**src/rtl/conv11_pkg.sv**
```systemverilog
// Shared types for the 1x1 conv parameter loader: FSM states, set selects, ROM width.
package conv11_pkg;

  localparam int ROM_DW = 32;

  typedef enum logic [2:0] {
    IDLE,
    FETCH_W,
    FETCH_B,
    FETCH_S,
    DRAIN,
    DONE
  } state_e;

  typedef enum logic [1:0] {
    SEL_W = 2'd0,
    SEL_B = 2'd1,
    SEL_S = 2'd2
  } sel_e;

  // bit0 = weights, bit1 = biases, bit2 = scales
  function automatic logic [2:0] sel_onehot(input sel_e s);
    logic [2:0] v;
    v = 3'b000;
    case (s)
      SEL_W:   v = 3'b001;
      SEL_B:   v = 3'b010;
      SEL_S:   v = 3'b100;
      default: v = 3'b000;
    endcase
    return v;
  endfunction

endpackage

```
**src/rtl/conv11_fetch_seq.sv**
```systemverilog
// Burst read sequencer: issues count back-to-back ROM reads from base and
// replays each read one cycle later as a buffer write strobe with its index.
module conv11_fetch_seq #(
  parameter int ADDR_W = 16,
  parameter int CNT_W  = 7
) (
  input  logic              clk,
  input  logic              rst_n,
  input  logic              start,
  input  logic              abort,
  input  logic [ADDR_W-1:0] base,
  input  logic [CNT_W-1:0]  count,
  output logic              rd_en,
  output logic [ADDR_W-1:0] addr,
  output logic              wr_vld,
  output logic [CNT_W-1:0]  wr_idx,
  output logic              last
);

  logic              busy_q, busy_d;
  logic [CNT_W-1:0]  cnt_q, cnt_d;
  logic [CNT_W-1:0]  count_q, count_d;
  logic [ADDR_W-1:0] addr_q, addr_d;
  logic              vld_q, vld_d;
  logic [CNT_W-1:0]  idx_q, idx_d;

  assign last   = busy_q && (cnt_q == (count_q - CNT_W'(1)));
  assign rd_en  = busy_q;
  assign addr   = addr_q;
  // An abort also kills the word returning in the same cycle.
  assign wr_vld = vld_q && !abort;
  assign wr_idx = idx_q;

  always_comb begin
    busy_d  = busy_q;
    cnt_d   = cnt_q;
    count_d = count_q;
    addr_d  = addr_q;
    vld_d   = busy_q && !abort;
    idx_d   = cnt_q;
    if (start) begin
      busy_d  = 1'b1;
      cnt_d   = '0;
      count_d = count;
      addr_d  = base;
    end else if (busy_q) begin
      if (abort || last) begin
        busy_d = 1'b0;
      end else begin
        cnt_d  = cnt_q + CNT_W'(1);
        addr_d = addr_q + ADDR_W'(1);
      end
    end
  end

  always_ff @(posedge clk or negedge rst_n) begin
    if (!rst_n) begin
      busy_q  <= 1'b0;
      cnt_q   <= '0;
      count_q <= '0;
      addr_q  <= '0;
      vld_q   <= 1'b0;
      idx_q   <= '0;
    end else begin
      busy_q  <= busy_d;
      cnt_q   <= cnt_d;
      count_q <= count_d;
      addr_q  <= addr_d;
      vld_q   <= vld_d;
      idx_q   <= idx_d;
    end
  end

endmodule

```
**src/rtl/conv11_param_loader.sv**
```systemverilog
// Fetches weight/bias/scale sets from the parameter ROM into local buffers and
// publishes a completed set onto flat output buses when the controller asks.
module conv11_param_loader
  import conv11_pkg::*;
#(
  parameter int IN_CH   = 8,
  parameter int OUT_CH  = 8,
  parameter int W_WIDTH = 8,
  parameter int B_WIDTH = 32,
  parameter int S_WIDTH = 16,
  parameter int ADDR_W  = 16,
  parameter int W_BASE  = 0,
  parameter int B_BASE  = 64,
  parameter int S_BASE  = 72
) (
  input  logic                              clk,
  input  logic                              rst_n,
  input  logic                              load_weight_en,
  input  logic                              read_weight_en,
  input  logic                              load_bias_en,
  input  logic                              read_bias_en,
  input  logic                              load_scale_en,
  input  logic                              read_scale_en,
  output logic                              weight_load_done,
  output logic                              bias_load_done,
  output logic                              scale_load_done,
  output logic                              mem_rd_en,
  output logic [ADDR_W-1:0]                 mem_addr,
  input  logic [ROM_DW-1:0]                 mem_rd_data,
  output logic [OUT_CH*IN_CH*W_WIDTH-1:0]   weight_out,
  output logic [OUT_CH*B_WIDTH-1:0]         bias_out,
  output logic [OUT_CH*S_WIDTH-1:0]         scale_out
);

  localparam int NW    = IN_CH * OUT_CH;
  localparam int CNT_W = $clog2(NW + 1);

  state_e state_q, state_d;
  sel_e   sel_q, sel_d;
  logic [2:0] valid_q, valid_d;
  logic [2:0] done_q, done_d;
  logic       start, abort, cur_load;

  logic [ADDR_W-1:0] seq_base;
  logic [CNT_W-1:0]  seq_count;
  logic              seq_wr_vld, seq_last;
  logic [CNT_W-1:0]  seq_wr_idx;

  logic [W_WIDTH-1:0] w_buf_q [NW];
  logic [B_WIDTH-1:0] b_buf_q [OUT_CH];
  logic [S_WIDTH-1:0] s_buf_q [OUT_CH];

  logic [NW*W_WIDTH-1:0]     weight_q;
  logic [OUT_CH*B_WIDTH-1:0] bias_q;
  logic [OUT_CH*S_WIDTH-1:0] scale_q;

  always_comb begin
    case (sel_q)
      SEL_W:   cur_load = load_weight_en;
      SEL_B:   cur_load = load_bias_en;
      default: cur_load = load_scale_en;
    endcase
  end

  always_comb begin
    state_d = state_q;
    sel_d   = sel_q;
    start   = 1'b0;
    abort   = 1'b0;
    valid_d = valid_q;
    case (state_q)
      IDLE: begin
        if (load_weight_en) begin
          start = 1'b1; sel_d = SEL_W; state_d = FETCH_W;
        end else if (load_bias_en) begin
          start = 1'b1; sel_d = SEL_B; state_d = FETCH_B;
        end else if (load_scale_en) begin
          start = 1'b1; sel_d = SEL_S; state_d = FETCH_S;
        end
      end
      FETCH_W, FETCH_B, FETCH_S: begin
        if (!cur_load) begin
          abort = 1'b1; state_d = IDLE;
        end else if (seq_last) begin
          state_d = DRAIN;
        end
      end
      DRAIN: begin
        if (!cur_load) begin
          abort = 1'b1; state_d = IDLE;
        end else begin
          state_d = DONE;
          valid_d = valid_d | sel_onehot(sel_q);
        end
      end
      DONE: begin
        if (!cur_load) state_d = IDLE;
      end
      default: state_d = IDLE;
    endcase
    // A set being refetched is not publishable until its fetch completes.
    if (start) valid_d = valid_d & ~sel_onehot(sel_d);
    if (abort) valid_d = valid_d & ~sel_onehot(sel_q);
    done_d = (state_d == DONE) ? sel_onehot(sel_d) : 3'b000;
  end

  always_comb begin
    case (sel_d)
      SEL_W: begin
        seq_base  = ADDR_W'(W_BASE);
        seq_count = CNT_W'(NW);
      end
      SEL_B: begin
        seq_base  = ADDR_W'(B_BASE);
        seq_count = CNT_W'(OUT_CH);
      end
      default: begin
        seq_base  = ADDR_W'(S_BASE);
        seq_count = CNT_W'(OUT_CH);
      end
    endcase
  end

  always_ff @(posedge clk or negedge rst_n) begin
    if (!rst_n) begin
      state_q <= IDLE;
      sel_q   <= SEL_W;
      valid_q <= 3'b000;
      done_q  <= 3'b000;
    end else begin
      state_q <= state_d;
      sel_q   <= sel_d;
      valid_q <= valid_d;
      done_q  <= done_d;
    end
  end

  conv11_fetch_seq #(
    .ADDR_W(ADDR_W),
    .CNT_W (CNT_W)
  ) u_seq (
    .clk   (clk),
    .rst_n (rst_n),
    .start (start),
    .abort (abort),
    .base  (seq_base),
    .count (seq_count),
    .rd_en (mem_rd_en),
    .addr  (mem_addr),
    .wr_vld(seq_wr_vld),
    .wr_idx(seq_wr_idx),
    .last  (seq_last)
  );

  // Only the low bits of each ROM word are kept for the narrower parameter types.
  always_ff @(posedge clk or negedge rst_n) begin
    if (!rst_n) begin
      for (int i = 0; i < NW; i++) w_buf_q[i] <= '0;
      for (int i = 0; i < OUT_CH; i++) begin
        b_buf_q[i] <= '0;
        s_buf_q[i] <= '0;
      end
    end else if (seq_wr_vld) begin
      for (int i = 0; i < NW; i++) begin
        if (sel_q == SEL_W && seq_wr_idx == CNT_W'(i)) w_buf_q[i] <= mem_rd_data[W_WIDTH-1:0];
      end
      for (int i = 0; i < OUT_CH; i++) begin
        if (sel_q == SEL_B && seq_wr_idx == CNT_W'(i)) b_buf_q[i] <= mem_rd_data[B_WIDTH-1:0];
        if (sel_q == SEL_S && seq_wr_idx == CNT_W'(i)) s_buf_q[i] <= mem_rd_data[S_WIDTH-1:0];
      end
    end
  end

  always_ff @(posedge clk or negedge rst_n) begin
    if (!rst_n) begin
      weight_q <= '0;
      bias_q   <= '0;
      scale_q  <= '0;
    end else begin
      if (read_weight_en && valid_q[0]) begin
        for (int i = 0; i < NW; i++) weight_q[i*W_WIDTH +: W_WIDTH] <= w_buf_q[i];
      end
      if (read_bias_en && valid_q[1]) begin
        for (int i = 0; i < OUT_CH; i++) bias_q[i*B_WIDTH +: B_WIDTH] <= b_buf_q[i];
      end
      if (read_scale_en && valid_q[2]) begin
        for (int i = 0; i < OUT_CH; i++) scale_q[i*S_WIDTH +: S_WIDTH] <= s_buf_q[i];
      end
    end
  end

  assign weight_load_done = done_q[0];
  assign bias_load_done   = done_q[1];
  assign scale_load_done  = done_q[2];
  assign weight_out       = weight_q;
  assign bias_out         = bias_q;
  assign scale_out        = scale_q;

endmodule

```
**config.mk**
```make
export PLATFORM = sky130hd
export DESIGN_NAME = conv11_param_loader
export DESIGN_NICKNAME = d
export VERILOG_FILES = /design/src/rtl/conv11_pkg.sv /design/src/rtl/conv11_fetch_seq.sv /design/src/rtl/conv11_param_loader.sv
export SDC_FILE = /design/constraint.sdc
export NUM_CORES = 2
export LEC_CHECK = 0
export ABC_CLOCK_PERIOD_IN_PS = 6600
export BUFFER_PORTS_ARGS = -buffer_cell sky130_fd_sc_hd__buf_2
export CAP_MARGIN = 20
export CELL_PAD_IN_SITES_DETAIL_PLACEMENT = 1
export CELL_PAD_IN_SITES_GLOBAL_PLACEMENT = 1
export CORE_ASPECT_RATIO = 0.7
export CORE_MARGIN = 2
export CORE_UTILIZATION = 54
export CTS_BUF_LIST = sky130_fd_sc_hd__clkbuf_8
export DETAILED_ROUTE_END_ITERATION = 10
export GPL_TIMING_DRIVEN = 0
export PLACE_DENSITY_LB_ADDON = 0.1
export SKIP_CTS_REPAIR_TIMING = 1
export SLEW_MARGIN = 20
export SYNTH_ARGS = -nofsm -noshare
export SYNTH_HDL_FRONTEND = slang
export SYNTH_SLANG_ARGS = --single-unit
```
**constraint.sdc**
```tcl
create_clock -name clk -period 6.6 [get_ports clk]
set_input_delay 0.33 -clock clk [delete_from_list [all_inputs] [get_ports clk]]
set_output_delay 0.33 -clock clk [all_outputs]
set_load 0.03 [all_outputs]
```
After elaboration in Yosys (flattened, before gate mapping)
Cells that the tools add are included.
- flip-flop bits (word level): 1842
- bits of input ports: 40
- output and inout port bits: 916
- word-level logic and storage cells: 393
- add/sub/neg operators: 3
- equality and inequality tests: 75
- multiplexer cells: 41
- bitwise logic cells: 5
- reduce and logical (&&, ||, !) cells: 176
- operators by type and width (operator ; number):
    $eq 7x6->1 const B ; 32
    $reduce_and 2->1 ; 81
    $eq 7x5->1 const B ; 16
    $logic_and 1x1->1 ; 86
    $eq 7x4->1 const B ; 8
    $mux 16 ; 3
    $mux 3 ; 16
    $eq 7x3->1 const B ; 4
    $mux 7 ; 4
    $pmux 3 s3 ; 2
    $add 16x1->16 const B ; 1
    $eq 7x2->1 const B ; 2
    $pmux 7 s2 ; 1
    $pmux 3 s4 ; 1
    $eq 3x3->1 const B ; 3
    $mux 1 ; 9
    $mux 2 ; 4
    $add 7x1->7 const B ; 1
    $eq 7x1->1 const B ; 1
    $eq 7x7->1 ; 1
    $logic_not 7->1 ; 1
    $sub 7x1->7 const B ; 1
    $and 3x3->3 ; 2
    $eq 3x2->1 const B ; 2
    14 further kinds ; 18

Depth between registers and ports, before layout
- word-level depth: 12
- gate-level depth with buffers: 8
- mapped depth without buffers: 5

By module
From an unflattened synthesis, not the netlist that was laid out.
- cell total of the unflattened synthesis: 4226
- area total of the unflattened synthesis: 70003.4 µm²
- by module, submodules not included (module ; instances ; cells each ; area an instance (µm²) ; seq. area each (µm²)):
    conv11_param_loader ; 1 ; 4018 ; 67900.1 ; 45118.3
    conv11_fetch_seq ; 1 ; 208 ; 2103.3 ; 975.9

Worst setup path before layout
No wires, ideal clock.
- kind: register to register
- start point: register state_q[1]
- end point: register w_buf_q[128] (netlist bit)
- setup time: 0.125 ns
- arrival: 2.192 ns
- data required time: 6.475 ns
- setup slack: 4.283 ns
- cell stages (with the launch flop): 8
- path buffers: 2
- clock period less this slack: 2.317 ns
- path through: dfrtp_1 or3_1 buf_2 o2111ai_2 nand3_2 buf_2 nor2_2 mux2_2
- longest elaborated chain between the ends: 6
- elaborated cells on any way between the ends: 9
- those cells by class: eq/ne (4); mux (1); reduce/logical (4)
- ends and longest elaborated chain (item ; line ; text):
    start: declaration ; conv11_param_loader.sv:38 ; state_e state_q, state_d;
    start signal: assignment ; conv11_param_loader.sv:131 ; state_q <= state_d;
    $eq 3x3->1 (tied with other cells) ; conv11_param_loader.sv:71 ; case (state_q)
    $reduce_or 4->1 (no source line) * ; - ;
    $mux 1 * ; - ;
    $logic_not 1->1 * ; conv11_fetch_seq.sv:31 ; assign wr_vld = vld_q && !abort;
    $logic_and 1x1->1 * ; conv11_fetch_seq.sv:31 ;
    $reduce_and 2->1 (no source line) * ; - ;
    end signal: indexed assignment ; conv11_param_loader.sv:165 ; if (sel_q == SEL_W && seq_wr_idx == CNT_W'(i)) w_buf_q[i] <= mem_rd_data[W_WIDTH-1:0];
    end: declaration ; conv11_param_loader.sv:49 ; logic [W_WIDTH-1:0] w_buf_q [NW];
Mark *: on every way between the ends. The rest lies on a longest branch, timed or not.
A chain may end at the register's enable or synchronous reset.

Final worst setup path
- start point: register u_seq.idx_q[0] (netlist: u_seq.wr_idx[0])
- end point: register b_buf_q[30] (netlist bit)
- longest elaborated chain between the ends: 3
- ends and longest elaborated chain (item ; line ; text):
    start: declaration ; conv11_fetch_seq.sv:25 ; logic [CNT_W-1:0] idx_q, idx_d;
    start signal: assignment ; conv11_fetch_seq.sv:70 ; idx_q <= idx_d;
    $eq 7x3->1 ; conv11_param_loader.sv:168 ; if (sel_q == SEL_B && seq_wr_idx == CNT_W'(i)) b_buf_q[i] <= mem_rd_data[B_WIDTH-1:0];
    $logic_and 1x1->1 ; conv11_param_loader.sv:168 ;
    $reduce_and 2->1 (no source line) ; - ;
    end signal: indexed assignment ; conv11_param_loader.sv:168 ;
    end: declaration ; conv11_param_loader.sv:50 ; logic [B_WIDTH-1:0] b_buf_q [OUT_CH];
No other way between the ends.

==> flow_metrics.tcl <==
set metrics [dict create \
    status "completed" \
    hold_slack_ps 205 \
    ant_nets 0 \
    swShare_pct 25.9 \
    power_frac_seq_pct 52.4 \
    synth_cell_types 51 \
    r2r_slack_ps 3190 \
    min_period_over_period_pct 51.6 \
    core_um2 126000 \
    fin_nets 5496 \
    p_sw_mw 6.29 \
    crit_slowest_cell "nor2_1" \
    crit_chain "buf_1, nand2_1, nor2_1, nand2_1, buf_2, mux2_2" \
    synth_commonest_cells "1,837 x dfrtp_1, 1,784 x mux2_2, 179 x clkbuf_1" \
    cts_root_buffer "clkbuf_8" \
    ir_worst_vdd_mv 0.208 \
    cp_max_fo 10 \
    drive_gt1_share_pct 57.1 \
    r2r_cells 6 \
    yosysTopAreaCellShare_pct 66.8 \
    portBuffers 946 \
    max_stage_delay_ps 890 \
    hold_viol 0 \
    timing.fmax_mhz 294 \
    power_frac_comb_pct 9.6 \
    initial_core_util_pct 54.5 \
    p_total_mw 24.2 \
    r2r_end "b_buf_q[30]" \
    crit_start "u_seq.wr_idx[0]" \
    syn_avg_cell_area_um2 16.5 \
    async_reset_ff_share_pct 100 \
    slew_violations 0 \
    ys_ff_latch 1837 \
    dr.pass1.iters 5 \
    drv_cap 0 \
    yosysWarnings 0 \
    critPathTopFamily "simple AND/OR/NAND/NOR gates" \
    cts_buffers 292 \
    detail_route.drc_violations 0 \
    synth_most_common_cell "dfrtp_1" \
    leakage_nw 45.4 \
    syn_nets 4204 \
    fin_cells 7309 \
    hp-class "in -> reg" \
    cpMostUsedCell "nand2_1" \
    routed_via_density 5.63 \
    place.gp.congestion 0.829 \
    fp.dieH_um 303 \
    worstMarginPinSlew_ps 1170 \
    cts_max_level 5 \
    dp_cells 6793 \
    ctsLongestPathBuffers 4 \
    grt_pass1_vias 44300 \
    grt_start_max_net_pins 144 \
    endpoint "b_buf_q[30]" \
    dp_hpwl_um 149000 \
    intPower_mw 17.9 \
    dr.first_iter.drc_count 2282 \
    setup_tns_ps 0 \
    track_usage_pct 31.8 \
    final-setup-viol-count 0 \
    reg2reg_from "u_seq.wr_idx[0]" \
    cts_sinks 1837 \
    synthTopCellsByArea "dfrtp_1 67%, mux2_2 29%, clkbuf_1 0.98%" \
    cts.clk_slew.worst_paths_ps 70 \
    wirelength_um 210000 \
    row_count 109 \
    antenna_found_initial 12 \
    grt-ovfl-total 0 \
    synthesis.instances 4162 \
    die-area_um2 130000 \
    relSlewSlack_pct 21.8 \
    yosys.area.top_type "dfrtp_1" \
    critPathRequiredTime_ps 7470 \
    cp_num_buf_inv 2 \
    power.density_nw_per_um2 296 \
    grt_pass1_wl_um 301000 \
    rsz0062_at_grt "false" \
    period_minus_slack_ps 3410 \
    synth-main-ff-cell "dfrtp_1" \
    vias 41100 \
    power.share.clock_pct 38.0 \
    cp.depth 6 \
    min_from "read_bias_en" \
    cts_tree "built" \
    skew_ps 42.1 \
    ys_seq_area_share_pct 66.8 \
    io_pins 956 \
    critPathLaunchType "register" \
    synth_edf_count 0 \
    fp.dieW_um 431 \
    area_growth_pct 18.9 \
    routedWlPerCell_um 28.7 \
    critPathArrivalTime_ps 4280 \
    path_class "reg -> reg" \
    clk_latency_ps 1020 \
    crit_path_end_kind "register" \
    netlist_area_um2 68800 \
]
cell type report:
type	instances	area, µm²
plain buffers	237	966
clock buffers	354	4870
clock inverters	120	472
fillers	11700	44400
flip-flops and latches	1837	46000
repair buffers	998	5540
diodes	10	25.0
well taps	1665	2080
inverters	7	26.3
multi-input cells	2081	21900
worst min-delay path by stage:
stage / endpoint / cells after the start / slack [ps]
2_1_floorplan: b_buf_q[0] / 0 / 30
3_3_place_gp: u_seq.wr_idx[1] / 0 / 430
3_5_place_dp: s_buf_q[44] / 1 / 310
4_1_cts: s_buf_q[41] / 1 / -840
5_1_grt: bias_out[14] / 4 / 200
6_report: bias_out[12] / 4 / 200
layer usage:
| layer | part of all wire [%] | vias to the layer above | global-route usage [%] |
|---|---|---|---|
| li1 | - | 17300 | - |
| met1 | 40 | 22100 | 39.6 |
| met2 | 48 | 1190 | 51.4 |
| met3 | 5.0 | 489 | 6.91 |
| met4 | 6.8 | 0 | 19.5 |
| met5 | 0 | - | 0 |
logic make-up after synthesis:
group / share of synthesized area [%]
flops: 66.8
mux: 29.4
buf+inv: 1.43
simple gates: 1.77
compound gates: 0.553
xor+xnor: 0.0382
fa+ha+maj: 0.0364
through the flow:
step           cell area [µm²]  util, %  worst slack (ps)
5_1_grt                  81800     64.8              3130
4_1_cts                  81500     64.5              3190
3_5_place_dp             76100     60.3              3210
3_3_place_gp             75600     59.9            -35030
2_1_floorplan            68800        -              4280
6_report                 81900     64.8              3190
placed cells by master, fill, tap and decap left out, types with 10 or more instances in the layout:
| cell | n |
|---|---|
| a21oi_1 | 21 |
| buf_16 | 16 |
| buf_2 | 994 |
| clkbuf_1 | 179 |
| clkbuf_8 | 354 |
| clkinv_2 | 11 |
| dfrtp_1 | 1837 |
| diode_2 | 10 |
| dlygate4sd3_1 | 31 |
| inv_1 | 114 |
| mux2_2 | 1784 |
| nand2_1 | 71 |
| nand2b_1 | 10 |
| nand3_1 | 18 |
| nor2_1 | 21 |
| nor2_2 | 26 |
| nor2_4 | 10 |
| nor2b_1 | 11 |
| o21ai_0 | 11 |
| o31ai_1 | 10 |
| or4_1 | 12 |
power by group through the flow:
stage	clock network (mW)	logic [mW]	registers (mW)
6_report	9.20	2.34	12.7
5_1_grt	9.86	2.53	12.8
4_1_cts	9.35	2.34	12.7
3_5_place_dp	0	2.31	12.9
3_3_place_gp	0	2.14	12.8
2_1_floorplan	0	1.30	12.8
tightest hold or removal path, cell delays in order:
cell and delay [ps]:
buf_2 70, nand2_1 100, clkbuf_1 360, mux2_2 330
sequential cells by signal (all words and copies together) (netlist names):
| name | count |
|---|---|
| weight_out | 512 |
| scale_out | 128 |
| u_seq.addr | 16 |
| u_seq.rd_en | 1 |
| u_seq.vld_q | 1 |
| u_seq.wr_idx | 7 |
| valid_q | 3 |
| u_seq.cnt_q | 7 |
| b_buf_q | 256 |
| s_buf_q | 128 |
| bias_out | 256 |
| u_seq.count_q | 2 |
| state_q | 3 |
| done_q | 3 |
| w_buf_q | 512 |
| sel_q | 2 |
Note: power is estimated with default switching activity, not from simulation.
